==> src/rtl/hazard_fwd_ctrl.sv <==
// Hazard detection and operand-forwarding controller for the 5-stage RV32 pipeline.
// Drives front-end enables/flushes combinationally and registers EX forwarding selects.
module hazard_fwd_ctrl #(
  parameter int REG_AW   = 5,
  parameter int BR_EXTRA = 0,
  parameter int CNT_W    = 16
) (
  input  logic              clk,
  input  logic              rst_n,
  input  logic [REG_AW-1:0] id_rs1,
  input  logic [REG_AW-1:0] id_rs2,
  input  logic              id_use_rs1,
  input  logic              id_use_rs2,
  input  logic              id_asel_pc,
  input  logic [REG_AW-1:0] ex_rd,
  input  logic              ex_regwrite,
  input  logic              ex_memread,
  input  logic              ex_br_taken,
  input  logic [REG_AW-1:0] mem_rd,
  input  logic              mem_regwrite,
  output logic              pc_en,
  output logic              ifid_en,
  output logic              ifid_flush,
  output logic              idex_flush,
  output logic [1:0]        fwd_a_sel,
  output logic [1:0]        fwd_b_sel,
  output logic [1:0]        fsm_state,
  output logic [CNT_W-1:0]  stall_cnt,
  output logic [CNT_W-1:0]  flush_cnt
);

  typedef enum logic [1:0] {
    S_RUN   = 2'b00,
    S_STALL = 2'b01,
    S_FLUSH = 2'b10
  } state_t;

  localparam logic [1:0] BR_LD = 2'(BR_EXTRA);

  state_t           r_state, w_state_next;
  logic [1:0]       r_rem, w_rem_next;
  logic [1:0]       r_fwd_a, r_fwd_b;
  logic [CNT_W-1:0] r_stall_cnt, r_flush_cnt;

  logic       w_exm_a, w_exm_b, w_memm_a, w_memm_b;
  logic [1:0] w_sel_a, w_sel_b;
  logic       w_lu, w_br, w_stall_evt;

  // Register x0 is hard-wired zero, so it never participates in forwarding.
  assign w_exm_a  = ex_regwrite  && (ex_rd  == id_rs1) && (id_rs1 != '0);
  assign w_exm_b  = ex_regwrite  && (ex_rd  == id_rs2) && (id_rs2 != '0);
  assign w_memm_a = mem_regwrite && (mem_rd == id_rs1) && (id_rs1 != '0);
  assign w_memm_b = mem_regwrite && (mem_rd == id_rs2) && (id_rs2 != '0);

  always_comb begin
    w_sel_a = 2'b00;
    w_sel_b = 2'b00;
    if (id_use_rs1 && !id_asel_pc) begin
      if (w_exm_a)       w_sel_a = 2'b10;
      else if (w_memm_a) w_sel_a = 2'b01;
    end
    if (id_use_rs2) begin
      if (w_exm_b)       w_sel_b = 2'b10;
      else if (w_memm_b) w_sel_b = 2'b01;
    end
  end

  assign w_lu = ex_memread && ((w_exm_a && id_use_rs1 && !id_asel_pc) ||
                               (w_exm_b && id_use_rs2));
  assign w_br = ex_br_taken || (r_state == S_FLUSH);
  // A taken branch squashes the dependent instruction, so it outranks the stall.
  assign w_stall_evt = w_lu && !w_br;

  always_comb begin
    pc_en      = 1'b1;
    ifid_en    = 1'b1;
    ifid_flush = 1'b0;
    idex_flush = 1'b0;
    if (!rst_n) begin
      pc_en      = 1'b0;
      ifid_en    = 1'b0;
      ifid_flush = 1'b1;
      idex_flush = 1'b1;
    end else if (w_br) begin
      ifid_flush = 1'b1;
      idex_flush = 1'b1;
    end else if (w_lu) begin
      pc_en      = 1'b0;
      ifid_en    = 1'b0;
      idex_flush = 1'b1;
    end
  end

  always_comb begin
    w_state_next = r_state;
    w_rem_next   = r_rem;
    case (r_state)
      S_RUN, S_STALL: begin
        if (ex_br_taken) begin
          if (BR_EXTRA > 0) begin
            w_state_next = S_FLUSH;
            w_rem_next   = BR_LD;
          end else begin
            w_state_next = S_RUN;
          end
        end else if (w_lu) begin
          w_state_next = S_STALL;
        end else begin
          w_state_next = S_RUN;
        end
      end
      S_FLUSH: begin
        if (ex_br_taken && (BR_EXTRA > 0)) begin
          w_rem_next = BR_LD;
        end else if (ex_br_taken || r_rem <= 2'd1) begin
          w_state_next = S_RUN;
          w_rem_next   = 2'd0;
        end else begin
          w_rem_next = r_rem - 2'd1;
        end
      end
      default: begin
        w_state_next = S_RUN;
        w_rem_next   = 2'd0;
      end
    endcase
  end

  always_ff @(posedge clk or negedge rst_n) begin
    if (!rst_n) begin
      r_state     <= S_RUN;
      r_rem       <= 2'd0;
      r_fwd_a     <= 2'b00;
      r_fwd_b     <= 2'b00;
      r_stall_cnt <= '0;
      r_flush_cnt <= '0;
    end else begin
      r_state <= w_state_next;
      r_rem   <= w_rem_next;
      r_fwd_a <= idex_flush ? 2'b00 : w_sel_a;
      r_fwd_b <= idex_flush ? 2'b00 : w_sel_b;
      if (w_stall_evt && !(&r_stall_cnt)) r_stall_cnt <= r_stall_cnt + CNT_W'(1);
      if (w_br && !(&r_flush_cnt))        r_flush_cnt <= r_flush_cnt + CNT_W'(1);
    end
  end

  assign fwd_a_sel = r_fwd_a;
  assign fwd_b_sel = r_fwd_b;
  assign fsm_state = r_state;
  assign stall_cnt = r_stall_cnt;
  assign flush_cnt = r_flush_cnt;

endmodule
==> config.mk <==
export PLATFORM = sky130hd
export DESIGN_NAME = hazard_fwd_ctrl
export DESIGN_NICKNAME = d
export VERILOG_FILES = /design/src/rtl/hazard_fwd_ctrl.sv
export SDC_FILE = /design/constraint.sdc
export NUM_CORES = 1
export LEC_CHECK = 0
export ABC_AREA = 1
export CAP_MARGIN = 25
export CORE_MARGIN = 2
export CORE_UTILIZATION = 30
export CTS_BUF_LIST = sky130_fd_sc_hd__clkbuf_8 sky130_fd_sc_hd__clkbuf_16
export CTS_CLUSTER_DIAMETER = 200
export CTS_CLUSTER_SIZE = 10
export DETAILED_ROUTE_END_ITERATION = 10
export RECOVER_POWER = 25
export SYNTH_ARGS = -nofsm -noshare
export SYNTH_HDL_FRONTEND = slang
export SYNTH_SLANG_ARGS = --single-unit
==> constraint.sdc <==
create_clock -name clk -period 1.6 [get_ports clk]
set_input_delay 0.24 -clock clk [delete_from_list [all_inputs] [get_ports clk]]
set_output_delay 0.24 -clock clk [all_outputs]
set_load 0.02 [all_outputs]
==> summary.txt <==
Core Rows: 32
Sw power: 1.001 mW
Clk_lat worst skew: 0.29 ns
CORE AREA: 7727 um2
Clk pin slew, worst setup/hold paths: 0.08 ns
Final period util: 98.09%
Clock tree buffer depth: 2
Cell-internal power: 1.813 mW
Max Slew Vio Count: 0
Number of enable flip-flop cells after synthesis: 0
Worst Tran Pin Value: 1.160 ns
Dominant synthesized flop cell: dfrtp_1
# clock sinks: 37
DR vias: 2607
Achievable Freq: 637.1 MHz
CTS buffer count: 5
Setup crit end kind: output port
Synthesized Nets: 367
GRT Overall Usage: 16.98%
Yosys cell types: 31
Yosys warns: 0
H-tree Lvls: 2
Switching share of power: 35.57%
Area contributors post-synth: dfrtp_1 (39%), nand2_1 (20%), inv_1 (6.3%)
RSZ-0062 raised after global routing: yes
Die ar.: 8722 um2
Count leader, synth: nand2_1
DR vias/cell: 4.503
Async SR Flop Fraction: 100.0%
Post-DP HPWL: 5234 um
Clock tree root driver cell: clkbuf_8
Ant. Diodes: 0
Final Skew: 0.004919 ns
Vias in the first global route: 2530
Logic pwr share: 35.6%
Finished Cell Area: 3915 um2
CP max stage delay: 0.22 ns
Hold Vio Cnt, Final: 0
VDD IR-drop max: 0.7177 mV
Initial antenna violation count: 0
Final Critical Period: 1.570 ns
Routed length per instance: 12.43 um
Sequential-to-total area share from yosys stat: 38.62%
CP Max Fanout: 3
Placed cell area: 3542 um2
Worst path cell trace: clkdlybuf4s15_2 > xnor2_2 > nand2_2 > nor2_4 > nand3_4 > nand2_4 > nand3_4 > nand2_2 > inv_2 > buf_6
Largest net degree at the start of global routing: 21
Gr ovfl total: 0
Number of max-cap violations: 0
Post-layout util: 50.66%
Drt total wl: 7196 um
Slew margin rel.: 22.70%
Crit path kind: in -> out
Antenna-violating nets left: 0
Yosys top cell area share: 38.62%
Syn Std Cell Area: 2397 um2
Register bit count reported by yosys: 37
Area growth syn-to-layout: 63.31%
Clk pwr share: 23.2%
# IOs: 71
Startpoint types: input port
Hold WC Path Type: in -> async
First-pass GRT wire length: 11930 um
CTS tree: built
Status: completed
Leakage: 2.163 nW
Initial drt markers: 55
Nets: 507
Synth Instances: 336
Die Wd: 93.39 um
1st-pass router iterations: 4
Syn avg cell area: 7.135 um2
Share of cells above drive strength 1: 32.49%
Y dimension of the die: 93.39 um
PwrDens: 719.0 nW/um2
CP max stage cell: clkdlybuf4s15_2
Crit path arrival time: 1.33 ns
Commonest cells post-synth: nand2_1 (125), inv_1 (40), dfrtp_1 (37), nor2_1 (28), nand3_1 (25)
Seq pwr share: 41.2%
Count of final setup violators: 0
WP data required: 1.36 ns
Post-synth top area cell: dfrtp_1
DR DRC count: 0
GPL Wtd Cong: 0.9486
Port buffer count: 69
Starting Density: 31.02%
[state kept, by name, indices dropped and copies added (netlist names)]
signal	cells
flush_cnt	16
stall_cnt	16
fwd_a_sel	2
fwd_b_sel	2
fsm_state	1
[worst paths after layout]
kind	startpoint	slack, ns	endpoint	cells after the start
worst max-delay path	id_rs2[2]	0.03	pc_en	10
worst min register to register	flush_cnt[14]$_DFFE_PN0P_	0.50	flush_cnt[14]$_DFFE_PN0P_	1
worst min-delay path	rst_n	0.34	fsm_state[0]$_DFF_PN0_	2
min in group clk	rst_n	0.34	fwd_b_sel[1]$_DFF_PN0_	3
max in group asynchronous	rst_n	0.33	flush_cnt[0]$_DFFE_PN0P_	2
worst max register to register	flush_cnt[1]$_DFFE_PN0P_	0.07	flush_cnt[4]$_DFFE_PN0P_	10
[cells by family (layout without fill, tap and decap cells)]
| kind of cell | count (synthesis) | after routing | synth area share (%) |
|---|---|---|---|
| simple gates | 203 | 204 | 37.16 |
| buf+inv | 51 | 191 | 8.663 |
| flops | 37 | 37 | 38.62 |
| xor+xnor | 32 | 32 | 11.69 |
| compound gates | 10 | 10 | 2.662 |
| fa+ha+maj | 2 | 2 | 1.044 |
| other cells | 1 | 1 | 0.1564 |
[layer usage]
layer / global-route usage, % / routed length (um)
met1: 23.28 / 3201
met2: 28.42 / 3604
met5: 0 / 0
met4: 2.574 / 43
met3: 3.143 / 347
[power groups by stage]
stage | combinational, mW | clock, mW | sequential (mW)
after floorplan | 0.302 | 0 | 1.29
after global placement | 0.912 | 0 | 1.17
after detailed placement | 0.921 | 0 | 1.17
after CTS | 0.914 | 0.675 | 1.16
after global routing | 1.10 | 0.722 | 1.19
final | 1.00 | 0.654 | 1.16
[worst max-delay path, delay by kind of cell]
kind                      cells  cell delay [ns]
and+or+nand+nor               6             0.53
buffers and inverters         3             0.39
xor gates and xnor gates      1             0.17
[per-stage QoR]
stage          hold slack (ns)  instances  total power, mW  setup WS, ns    TNS, ns
6_report                0.3427        579            2.815       0.03049          0
5_1_grt                 0.3727        579            3.010      -0.03858    -0.1888
4_1_cts               0.006482        570            2.746      0.006088          0
3_5_place_dp           0.08824        546            2.090       -0.8298     -10.58
3_3_place_gp           0.08603        546            2.078       -0.7818     -9.624
2_1_floorplan         -0.05559        336            1.596     -0.003999  -0.003999
[area by class of cell]
type,count,area [um2]
fillers,758,3812
repair buffers,136,1130
clock inverters,3,13.76
inverters,47,180.2
clock buffers,5,68.82
well taps,102,127.6
multi-input cells,249,1464
flip-flops and latches,37,930.9
[cell usage in the layout, fill, tap and decap left out, types with 2 or more instances in the layout]
cell	n
inv_1	31
dlygate4sd2_1	23
nor2_4	4
nand3_4	4
clkdlybuf4s50_1	15
clkdlybuf4s15_2	2
dfrtp_2	4
clkinv_2	2
dfrtp_1	33
clkbuf_1	3
clkbuf_8	5
nand2_2	6
dlymetal6s2s_1	10
nand2_1	118
buf_4	64
nand3_2	8
xor2_1	15
o21ai_0	2
nor3_1	4
a21oi_2	2
xnor2_1	16
buf_2	7
buf_6	3
nor3_2	4
nor2_1	22
nand4_1	5
nand3_1	16
clkbuf_2	6
nand2_4	2
inv_2	16
nor2_2	7
[what timing repair did]
action / 4_1_cts / 5_1_grt
gates cloned: 0 / 1
hold endpoints to repair: 3 / 0
hold buffers: 1 / 0
setup buffers: 15 / 8
pin swaps: 17 / 19
setup endpoints to repair: 50 / 41
gates resized for setup: 100 / 55
(Power assumes the default switching activity.)
